[config.mk]
export PLATFORM = sky130hd
export DESIGN_NAME = secuenciador_mux
export DESIGN_NICKNAME = d
export VERILOG_FILES = /design/src/rtl/secuenciador_mux_pkg.sv /design/src/rtl/secuenciador_mux_buscar_siguiente.sv /design/src/rtl/secuenciador_mux.sv
export SDC_FILE = /design/constraint.sdc
export NUM_CORES = 1
export LEC_CHECK = 0
export CAP_MARGIN = 20
export CORE_ASPECT_RATIO = 0.7
export CORE_UTILIZATION = 45
export CTS_CLUSTER_SIZE = 12
export DETAILED_ROUTE_END_ITERATION = 10
export HOLD_SLACK_MARGIN = 0.1
export PLACE_DENSITY = 0.77
export RECOVER_POWER = 25
export SLEW_MARGIN = 30
export SYNTH_ARGS = -nofsm -noshare
export SYNTH_HDL_FRONTEND = slang
export SYNTH_HIERARCHICAL = 1
export SYNTH_SLANG_ARGS = --single-unit
[constraint.sdc]
create_clock -name clk -period 5.8 [get_ports clk]
set_input_delay 1.45 -clock clk [delete_from_list [all_inputs] [get_ports clk]]
set_output_delay 1.45 -clock clk [all_outputs]
set_load 0.005 [all_outputs]
[src/rtl/secuenciador_mux_pkg.sv]
// Shared encodings for the round-robin channel sequencer that drives the 4:1 rs/set mux.
package secuenciador_mux_pkg;

  localparam int NCH = 4;

  typedef enum logic [1:0] {
    ST_IDLE  = 2'd0,
    ST_SCAN  = 2'd1,
    ST_FORCE = 2'd2
  } estado_t;

endpackage

[src/rtl/secuenciador_mux_buscar_siguiente.sv]
// Finds the next enabled channel strictly above idx, wrapping 3->0.
// wrap is set when the result is not above idx, i.e. the sweep has turned over.
module secuenciador_mux_buscar_siguiente
  import secuenciador_mux_pkg::*;
(
  input  logic [NCH-1:0] mask,
  input  logic [1:0]     idx,
  output logic [1:0]     nxt,
  output logic           wrap
);

  logic       found;
  logic [1:0] cand;

  always_comb begin
    nxt   = idx;
    found = 1'b0;
    cand  = idx;
    // k = NCH lands back on idx, so a single enabled channel selects itself
    for (int k = 1; k <= NCH; k++) begin
      cand = idx + k[1:0];
      if (!found && mask[cand]) begin
        nxt   = cand;
        found = 1'b1;
      end
    end
    wrap = (nxt <= idx);
  end

endmodule

[src/rtl/secuenciador_mux.sv]
// Round-robin channel sequencer with per-channel dwell timer and forced clear/set override.
//   state    | meaning
//   ST_IDLE  | mux cleared (rs=1), selector parked at 0, waiting for start
//   ST_SCAN  | stepping through enabled channels, dwell down-counter running
//   ST_FORCE | cmd_clr/cmd_set override active, selector and counter frozen
module secuenciador_mux
  import secuenciador_mux_pkg::*;
#(
  parameter int DWELL_W = 4
) (
  input  logic               clk,
  input  logic               reset,
  input  logic               start,
  input  logic               stop,
  input  logic [NCH-1:0]     mascara,
  input  logic [DWELL_W-1:0] dwell,
  input  logic               cmd_clr,
  input  logic               cmd_set,
  output logic [1:0]         selector,
  output logic               rs,
  output logic               set,
  output logic               canal_valido,
  output logic               vuelta_done,
  output logic               ocupado,
  output logic               err_mask
);

  estado_t            state_q, state_d;
  logic [DWELL_W-1:0] cnt_q, cnt_d;
  logic [DWELL_W-1:0] dwell_q, dwell_d;
  logic [NCH-1:0]     mask_q, mask_d;
  logic [1:0]         sel_q, sel_d;
  logic               rs_q, rs_d;
  logic               set_q, set_d;
  logic               cv_q, cv_d;
  logic               vd_q, vd_d;
  logic               ocup_q, ocup_d;
  logic               err_q, err_d;

  logic [NCH-1:0]     srch_mask;
  logic [1:0]         srch_idx;
  logic [1:0]         srch_nxt;
  logic               srch_wrap;
  logic [DWELL_W-1:0] dwell_eff;
  logic               force_req;

  // In IDLE the searcher starts from 3 so the first hit is the lowest enabled channel
  assign srch_mask = (state_q == ST_IDLE) ? mascara : mask_q;
  assign srch_idx  = (state_q == ST_IDLE) ? 2'd3 : sel_q;
  assign dwell_eff = (dwell == '0) ? DWELL_W'(1) : dwell;
  assign force_req = cmd_clr | cmd_set;

  secuenciador_mux_buscar_siguiente u_buscar (
    .mask (srch_mask),
    .idx  (srch_idx),
    .nxt  (srch_nxt),
    .wrap (srch_wrap)
  );

  always_comb begin
    state_d = state_q;
    cnt_d   = cnt_q;
    dwell_d = dwell_q;
    mask_d  = mask_q;
    sel_d   = sel_q;
    rs_d    = rs_q;
    set_d   = set_q;
    cv_d    = 1'b0;
    vd_d    = 1'b0;
    err_d   = 1'b0;

    unique case (state_q)
      ST_IDLE: begin
        rs_d  = 1'b1;
        set_d = 1'b0;
        sel_d = 2'd0;
        if (start && !stop) begin
          if (mascara != '0) begin
            state_d = ST_SCAN;
            mask_d  = mascara;
            dwell_d = dwell_eff;
            cnt_d   = dwell_eff;
            sel_d   = srch_nxt;
            rs_d    = 1'b0;
            cv_d    = 1'b1;
          end else begin
            err_d = 1'b1;
          end
        end
      end
      ST_SCAN, ST_FORCE: begin
        if (stop) begin
          state_d = ST_IDLE;
          cnt_d   = '0;
          mask_d  = '0;
          sel_d   = 2'd0;
          rs_d    = 1'b1;
          set_d   = 1'b0;
        end else if (force_req) begin
          state_d = ST_FORCE;
          rs_d    = cmd_clr;
          set_d   = cmd_set & ~cmd_clr;
        end else if (state_q == ST_FORCE) begin
          // resume with the frozen count; no channel-start pulse
          state_d = ST_SCAN;
          rs_d    = 1'b0;
          set_d   = 1'b0;
        end else if (cnt_q <= DWELL_W'(1)) begin
          sel_d = srch_nxt;
          cnt_d = dwell_q;
          cv_d  = 1'b1;
          vd_d  = srch_wrap;
        end else begin
          cnt_d = cnt_q - DWELL_W'(1);
        end
      end
      default: begin
        state_d = ST_IDLE;
        sel_d   = 2'd0;
        rs_d    = 1'b1;
        set_d   = 1'b0;
      end
    endcase

    ocup_d = (state_d != ST_IDLE);
  end

  always_ff @(posedge clk) begin
    if (reset) begin
      state_q <= ST_IDLE;
      cnt_q   <= '0;
      dwell_q <= '0;
      mask_q  <= '0;
      sel_q   <= 2'd0;
      rs_q    <= 1'b1;
      set_q   <= 1'b0;
      cv_q    <= 1'b0;
      vd_q    <= 1'b0;
      ocup_q  <= 1'b0;
      err_q   <= 1'b0;
    end else begin
      state_q <= state_d;
      cnt_q   <= cnt_d;
      dwell_q <= dwell_d;
      mask_q  <= mask_d;
      sel_q   <= sel_d;
      rs_q    <= rs_d;
      set_q   <= set_d;
      cv_q    <= cv_d;
      vd_q    <= vd_d;
      ocup_q  <= ocup_d;
      err_q   <= err_d;
    end
  end

  assign selector     = sel_q;
  assign rs           = rs_q;
  assign set          = set_q;
  assign canal_valido = cv_q;
  assign vuelta_done  = vd_q;
  assign ocupado      = ocup_q;
  assign err_mask     = err_q;

endmodule

==> impl_results.md, run 1 <==
* Synthesized instance count at 159
* # setup viols final at 0
* Row count at 16
* Placed inst area at 0.001619 mm2
* DR iter-0 viols at 93
* Detail Route Antenna Nets at 0
* Fin nets at 200
* CP Launch Point: mascara[0]
* # resized after CTS at 0
* Drt wl/cell at 16.58 um
* WS Path Type: in2reg
* GRT Overall Usage at 0.2219
* Leakage at 0.6426 nW
* Total Wirelength at 3499 um
* RSZ-0062 raised after global routing: false
* Starting Density at 0.4884
* Number of remaining DRC errors at 0
* Cells on worst reg2reg path at 9
* Minimum clock period at 3.287 ns
* CTS Hold Bufs at 0
* Synthesis-stage register bit count at 22
* I/O pins at 22
* HPWL after detailed placement at 2650 um
* Finished Cell Area at 0.001660 mm2
* Pre-Repair DR Iteration Count at 4
* Via Count at 1331
* R2R setup slack at 3.12 ns
* Fraction of layout cells with a size suffix above 1 at 0.1371
* Clk pwr share at 0.227
* EDFF count, synth at 0
* Crit path arrival time at 3.46 ns
* Final period util at 0.5667
* Clock root buffer: clkbuf_8
* Switching power at 0.1364 mW
* Area Growth Syn to Fin at 17.12%
* GPL Wtd Cong at 0.8813
* Port Buffer Count at 21
* Hold Startpoint: mask_q[1]$_SDFFE_PP0P_
* R2R Path Start: state_q[0]$_SDFF_PP0_
* Critical R2R Capture: vuelta_done$_SDFF_PP0_
* Hold slack final at 0.4776 ns
* Max Root-Sink Buffers at 2
* Ys flop type: dfxtp_1
* Worst clock skew at 0.001999 ns
* Worst-Skew Late Latency at 0.26 ns
* Finished Core Util at 0.5720
* Antenna violations before repair at 0
* Total inserted antenna cells at 0
* Syn Nets at 182
* Synth async-reset ratio at 0
* Clock transition at path regs at 0.07 ns
* # clock sinks at 22
* Worst Hold Class: reg2reg
* DR vias/cell at 6.308
* Mean Syn Cell Area at 8.916 um2
* MaxCap Viol Count at 0
* Rel. slew slack at 0.4087
* Worst slew pin tran at 0.8842 ns
* Core area at 0.002903 mm2
* Global-route wire length before repair at 5954 um
* CP Max Fanout at 3
* Total power at 0.4126 mW
* Grt ovf at 0
* Yosys warns at 6
* Final Hold Viols at 0
* Register share of total power at 0.422
* Sw Ratio at 0.3307
* Critical Path End: vuelta_done$_SDFF_PP0_
* Worst setup EP type: register
* Run status: completed
* P_int at 0.2761 mW
* Max VDD drop at 0.0001236 V
* Final Slew Violations at 0
* H-tree Lvls at 1
* Netlist cell types at 50
* Total setup buffers inserted after CTS at 0
* CTS buffer count at 3
* Chip height at 48.96 um
* Comb power frac at 0.352
* Mapped cell area at 0.001418 mm2
* Vias in the first global route at 1272
* Setup TNS at 0 ns
* Die Area at 0.003382 mm2
* Fmax at 0.3043 GHz
* Die extent in x at 69.09 um
* CTS tree: yes
* Setup crit start kind: primary input
* Worst Path Required at 5.97 ns
* Largest net degree at the start of global routing at 24
* Pwr dens at 248.5 mW/mm2
* Seq/Total Area, Yosys at 0.3107
worst max-delay path: stages:
cell and delay (ns):
clkdlybuf4s50_1 0.47, mux2_2 0.32, a21o_2 0.19, a31oi_1 0.30, ha_1 0.31, nor2b_1 0.13, o21ai_0 0.12, nor3b_1 0.18
cells in the mapped netlist, types with 2 or more instances:
| cell type | instances | share of area |
|---|---|---|
| nand2_1 | 5 | 0.013 |
| a32o_1 | 2 | 0.014 |
| a211oi_1 | 6 | 0.032 |
| nor2_1 | 7 | 0.019 |
| nand3_1 | 4 | 0.014 |
| ha_1 | 9 | 0.079 |
| o21ai_0 | 11 | 0.039 |
| mux2_2 | 4 | 0.032 |
| dfxtp_1 | 22 | 0.31 |
| mux2i_1 | 5 | 0.035 |
| buf_6 | 3 | 0.024 |
| inv_1 | 8 | 0.021 |
| nor2b_1 | 6 | 0.026 |
| a31oi_1 | 3 | 0.013 |
| clkbuf_1 | 4 | 0.011 |
| nor3_1 | 9 | 0.032 |
| nor3b_1 | 2 | 0.011 |
| a21o_2 | 2 | 0.012 |
| a21oi_1 | 12 | 0.042 |
| or2_2 | 5 | 0.022 |
power by group through the flow:
stage | Combinational (mW) | Sequential (mW) | Clock, mW
2_1_floorplan | 0.104 | 0.175 | 0
3_3_place_gp | 0.136 | 0.177 | 0
3_5_place_dp | 0.142 | 0.177 | 0
6_report | 0.145 | 0.174 | 0.0936
4_1_cts | 0.143 | 0.174 | 0.0963
5_1_grt | 0.160 | 0.176 | 0.103
worst min path at each step:
stage	to	cells past startpoint	slack, ns
after CTS	mask_q[1]$_SDFFE_PP0P_	2	0.48
final	mask_q[1]$_SDFFE_PP0P_	2	0.48
after global placement	mask_q[2]$_SDFFE_PP0P_	2	0.46
after detailed placement	mask_q[1]$_SDFFE_PP0P_	2	0.47
after floorplan	mask_q[0]$_SDFFE_PP0P_	2	0.45
after global routing	mask_q[1]$_SDFFE_PP0P_	2	0.50
registers in the layout, indices dropped and copies added, names as in the netlist:
register      count
cnt_q             4
state_q           2
rs                1
dwell_q           4
mask_q            4
err_mask          1
vuelta_done       1
set               1
selector          2
canal_valido      1
ocupado           1
cells in the final DEF, fill, tap and decap left out, drive strengths merged, types with 3 or more instances in the layout:
cell / instances
dlygate4sd3: 7
o21ai: 11
nor3: 10
nand2: 5
inv: 8
nand3: 5
clkdlybuf4s50: 14
a31oi: 4
or2: 5
a211oi: 7
ha: 9
nor2b: 6
dfxtp: 22
nor2: 7
a21oi: 12
mux2i: 5
clkbuf: 3
mux2: 4
layout make-up:
cell class	count	area, um2
clock buffer	3	41.29
fill	240	1242
inverter	9	33.78
multi-input combinational	120	889.6
sequential	22	440.4
tap	36	45.04
timing repair buffer	21	210.2
through the flow:
| stage | std cells | worst slack [ns] |
|---|---|---|
| floorplan | 159 | 2.984 |
| global route | 211 | 2.387 |
| CTS | 211 | 2.534 |
| finish | 211 | 2.513 |
| detailed placement | 208 | 2.273 |
| global placement | 208 | 2.346 |
cell families (layout without fill, tap and decap cells):
family / after synthesis / count (layout) / synth area share
AOI/OAI and AO/OA: 50 / 50 / 0.2560
adders and majority gates: 9 / 9 / 0.07944
buffers and inverters: 17 / 33 / 0.06177
DFF: 22 / 22 / 0.3107
muxes: 9 / 9 / 0.06708
and+or+nand+nor: 52 / 52 / 0.2251
per-layer routing:
metal,global-route usage,vias to the layer above,share of wire
met5,0,-,0
met4,0.05442,0,0.013
li1,-,630,-
met2,0.3560,78,0.45
met3,0.05165,6,0.11
met1,0.3019,617,0.42
(Power assumes the default switching activity.)
==> run 2: changes to the inputs <==
Settings changed: PLACE_DENSITY 0.77 to 0.79.
Clock period 5.8 ns to 3 ns, I/O delays scaled along.
==> impl_results.md, run 2 (synthesis results as in run 1) <==
* Run status: completed
* Drt wl/cell at 15.57 um
* GR Util met3 at 0.05165
* H-tree Lvls at 1
* RSZ-0062 raised after global routing: false
* Total setup buffers inserted after CTS at 0
* Worst slew pin tran at 0.6529 ns
* Gr busiest metal: met2
* Die extent in x at 69.09 um
* Finished Core Util at 0.5797
* CTS buffer count at 3
* Commonest non-fill, non-tap cells in the layout: 22 x dfxtp_1, 14 x clkdlybuf4s50_1, 12 x a21oi_1, 11 x o21ai_0
* Biggest regs: cnt_q: 4 flops, dwell_q: 4 flops, mask_q: 4 flops
* Area Growth Syn to Fin at 18.71%
* Minimum clock period at 2.539 ns
* Max Root-Sink Buffers at 2
* Worst setup EP type: register
* Leakage at 0.6499 nW
* Final Slew Violations at 0
* Number of remaining DRC errors at 0
* Most common cell after layout, fill and taps aside: dfxtp_1
* Total Wirelength at 3331 um
* Switching power at 0.2646 mW
* Comb power frac at 0.349
* DR vias/cell at 5.935
* GPL Wtd Cong at 0.8561
* Global-route wire length before repair at 5623 um
* Clock root buffer: clkbuf_8
* Row count at 16
* P_int at 0.5366 mW
* Clock transition at path regs at 0.08 ns
* HPWL after detailed placement at 2519 um
* Fraction of layout cells with a size suffix above 1 at 0.1517
* Setup crit start kind: register
* Core area at 0.002903 mm2
* Antenna violations before repair at 0
* Vias in the first global route at 1208
* Largest net degree at the start of global routing at 17
* CP Max Fanout at 12
* Register share of total power at 0.419
* Via Count at 1270
* Grt ovf at 0
* Fmax at 0.3939 GHz
* CTS Hold Bufs at 0
* Total inserted antenna cells at 0
* Total power at 0.8012 mW
* Met1 GRT Util at 0.2859
* Worst Hold Class: reg2reg
* Setup TNS at 0 ns
* Rel. slew slack at 0.5634
* Max VDD drop at 0.0003338 V
* Detail Route Antenna Nets at 0
* Final Hold Viols at 0
* Fin worst setup slack at 0.4614 ns
* Fillers at 256
* Worst clock skew at 0.002381 ns
* # clock sinks at 22
* Final period util at 0.8462
* Chip height at 48.96 um
* Worst Path Required at 3.18 ns
* Clk pwr share at 0.232
* CTS tree: yes
* Port Buffer Count at 21
* # resized after CTS at 0
* Met2 Usage GRT at 0.3188
* I/O pins at 22
* Worst-Skew Late Latency at 0.26 ns
* MaxCap Viol Count at 0
* Place WS at 0.3121 ns
* Sw Ratio at 0.3303
* Hold slack final at 0.4793 ns
* Crit path arrival time at 2.72 ns
* Pwr dens at 476.1 mW/mm2
* GRT Overall Usage at 0.2044
* DR iter-0 viols at 66
* Pre-Repair DR Iteration Count at 4
* Die Area at 0.003382 mm2
* # setup viols final at 0
* Starting Density at 0.4884
* Fin nets at 203
* WS Path Type: reg2reg
==> run 2: changes by cell type in the layout (fill, tap and decap cells not counted) <==
cell / before / now
buf_4: 0 / 3
==> run 2: per-stage QoR <==
step	cells	instance area [um2]
3_5_place_dp	211	1642
6_report	214	1683
4_1_cts	214	1683
3_3_place_gp	211	1642
2_1_floorplan	159	1418
5_1_grt	214	1683
==> run 2: power by group through the flow <==
stage,registers (mW),clock network [mW],logic (mW)
floorplan,0.338,0,0.201
global placement,0.341,0,0.265
detailed placement,0.342,0,0.274
CTS,0.336,0.188,0.277
global route,0.339,0.202,0.307
finish,0.336,0.186,0.279
==> run 2: worst max-delay path, stage by stage, from the launching register on <==
cell and delay, ns:
dfxtp_1 0.40, inv_1 0.10, ha_1 0.37, or2_2 0.42, a21o_2 0.23, a31oi_1 0.21
ha_1 0.28, nor2b_1 0.14, o21ai_0 0.12, nor3b_1 0.17
==> run 2: worst paths after layout <==
kind | end | slack, ns | depth (start not counted) | start
max | vuelta_done$_SDFF_PP0_ | 0.46 | 9 | state_q[0]$_SDFF_PP0_
min | mask_q[2]$_SDFFE_PP0P_ | 0.48 | 2 | mask_q[2]$_SDFFE_PP0P_
max reg2reg | vuelta_done$_SDFF_PP0_ | 0.46 | 9 | state_q[0]$_SDFF_PP0_
min reg2reg | mask_q[2]$_SDFFE_PP0P_ | 0.48 | 2 | mask_q[2]$_SDFFE_PP0P_
==> run 2: cell type report <==
cell class              count  area [um2]  area share
repair buffers             24       232.7      0.1383
multi-input cells         120       889.6      0.5286
clock buffers               3       41.29     0.02454
flip-flops and latches     22       440.4      0.2617
inverters                   9       33.78     0.02007
well taps                  36       45.04     0.02677
==> run 2: per-layer routing <==
metal / vias up / part of all wire
li1: 637 / -
met1: 596 / 0.51
met2: 33 / 0.44
met3: 4 / 0.044
met4: 0 / 0.0093
met5: - / 0
==> run 3: changes to the inputs <==
Settings changed: PLACE_DENSITY 0.79 to 0.77.
Clock period 3 ns to 2.5 ns, I/O delays scaled along.
==> impl_results.md, run 3 (synthesis results as in run 1) <==
* Final period util at 0.9377
* Max VDD drop at 0.0002867 V
* Port Buffer Count at 21
* Clock transition at path regs at 0.07 ns
* Leakage at 0.7078 nW
* MaxCap Viol Count at 0
* I/O pins at 22
* Global-route wire length before repair at 6279 um
* Total Wirelength at 3819 um
* GR Util met3 at 0.04959
* Starting Density at 0.4884
* CP Max Fanout at 7
* Chip height at 48.96 um
* CTS Hold Bufs at 0
* Final Slew Violations at 0
* CTS tree: yes
* GPL Wtd Cong at 0.8722
* CTS buffer count at 3
* Gr busiest metal: met2
* Crit path max-delay family: simple AND/OR/NAND/NOR gates
* DR iter-0 viols at 117
* Detail Route Antenna Nets at 0
* Crit path buffers/inverters at 1
* Fmax at 0.4266 GHz
* GRT Overall Usage at 0.2335
* Number of remaining DRC errors at 0
* Fraction of layout cells with a size suffix above 1 at 0.2275
* HPWL after detailed placement at 2867 um
* Die Area at 0.003382 mm2
* Comb power frac at 0.375
* Area Growth Syn to Fin at 26.39%
* # setup viols final at 0
* Pre-Repair DR Iteration Count at 4
* Worst-Skew Late Latency at 0.26 ns
* Switching power at 0.3270 mW
* Final Hold Viols at 0
* # clock sinks at 22
* Cells on worst reg2reg path at 9
* Antenna violations before repair at 0
* Register share of total power at 0.409
* Grt ovf at 0
* Total setup buffers inserted after CTS at 0
* Pwr dens at 553.4 mW/mm2
* Clock root buffer: clkbuf_8
* Hold Crit Depth at 2
* Worst Hold Class: reg2reg
* RSZ-0062 raised after global routing: false
* P_int at 0.6645 mW
* Finished Layout Cells at 225
* CP max-delay cell: a221oi_1
* Fin nets at 214
* Met1 GRT Util at 0.3350
* Worst slew pin tran at 0.5307 ns
* Minimum clock period at 2.344 ns
* Drt wl/cell at 16.97 um
* Via Count at 1391
* WS Path Type: reg2reg
* H-tree Lvls at 1
* Worst setup EP type: register
* Worst clock skew at 0.001438 ns
* Row count at 16
* Critical-path cell list: inv_1 > ha_4 > or2_2 > mux2i_1 > a221oi_1 > ha_1 > nand2_1 > o21ai_0 > nor3b_2
* Clk pwr share at 0.216
* Sw Ratio at 0.3298
* Total inserted antenna cells at 0
* Commonest non-fill, non-tap cells in the layout: 20 x dfxtp_1, 14 x clkdlybuf4s50_1, 14 x buf_4, 12 x a21oi_1, 11 x o21ai_0
* Largest net degree at the start of global routing at 15
* Most common cell after layout, fill and taps aside: dfxtp_1
* CP Depth at 9
* Setup crit start kind: register
* Max Root-Sink Buffers at 2
* Vias in the first global route at 1291
* Met2 Usage GRT at 0.3560
* Rel. slew slack at 0.6451
* Crit path arrival time at 2.48 ns
* Biggest regs: cnt_q: 4 flops, dwell_q: 4 flops, mask_q: 4 flops
* Setup TNS at 0 ns
* Worst Path Required at 2.63 ns
* DR vias/cell at 6.182
* Placed cells at 222
* Core area at 0.002903 mm2
* Die extent in x at 69.09 um
* Run status: completed
* R2R setup slack at 0.16 ns
* CP peak stage delay at 0.39 ns
[run 3: cell types whose count changed in the layout (fill, tap and decap cells not counted), sizes merged]
cell	change
buf	+11
[run 3: cell type report]
class	count	area (um2)
sequential	22	442.9
inverter	9	33.78
fill	241	1111
timing repair buffer	35	315.3
clock buffer	3	41.29
tap	36	45.04
multi-input combinational	120	913.4
[run 3: power groups by stage]
stage                     logic, mW  registers [mW]  clock network, mW
after floorplan               0.242           0.405                  0
after detailed placement      0.351           0.412                  0
final                         0.372           0.406              0.214
after global routing          0.404           0.409              0.236
after CTS                     0.357           0.404              0.221
after global placement        0.338           0.410                  0
[run 3: worst register-to-register path: stages, from the launching register on]
cell      delay [ns]
dfxtp_2         0.37
inv_1           0.11
ha_4            0.21
or2_2           0.36
mux2i_1         0.18
a221oi_1        0.39
ha_1            0.30
nand2_1         0.06
o21ai_0         0.07
nor3b_2         0.15
[run 3: final timing paths]
kind / start / end
setup reg to reg: state_q[0]$_SDFF_PP0_ / vuelta_done$_SDFF_PP0_
setup / recovery: state_q[0]$_SDFF_PP0_ / vuelta_done$_SDFF_PP0_
hold / removal: mask_q[2]$_SDFFE_PP0P_ / mask_q[2]$_SDFFE_PP0P_
hold reg to reg: mask_q[2]$_SDFFE_PP0P_ / mask_q[2]$_SDFFE_PP0P_
[run 3: stage by stage]
stage | power (mW) | cell area, um2 | util | worst slack (ns) | hold WS (ns)
finish | 0.9915 | 1792 | 0.6172 | 0.1557 | 0.4800
global route | 1.050 | 1792 | 0.6172 | 0.05671 | 0.5088
CTS | 0.9818 | 1768 | 0.6091 | 0.04970 | 0.4840
detailed placement | 0.7626 | 1724 | 0.5940 | -0.1122 | 0.4731
global placement | 0.7479 | 1724 | 0.5940 | -0.03584 | 0.4590
floorplan | 0.6470 | 1418 | - | 0.1089 | 0.4473
[run 3: per-layer routing]
layer | vias up | part of all wire
met1 | 640 | 0.45
li1 | 652 | -
met3 | 11 | 0.085
met5 | - | 0
met4 | 0 | 0.019
met2 | 88 | 0.45
[run 3: timing repair]
| action | in CTS | in global routing |
|---|---|---|
| pin swaps | 0 | 0 |
| gates resized for setup | 1 | 5 |
| setup endpoints to repair | 1 | 1 |
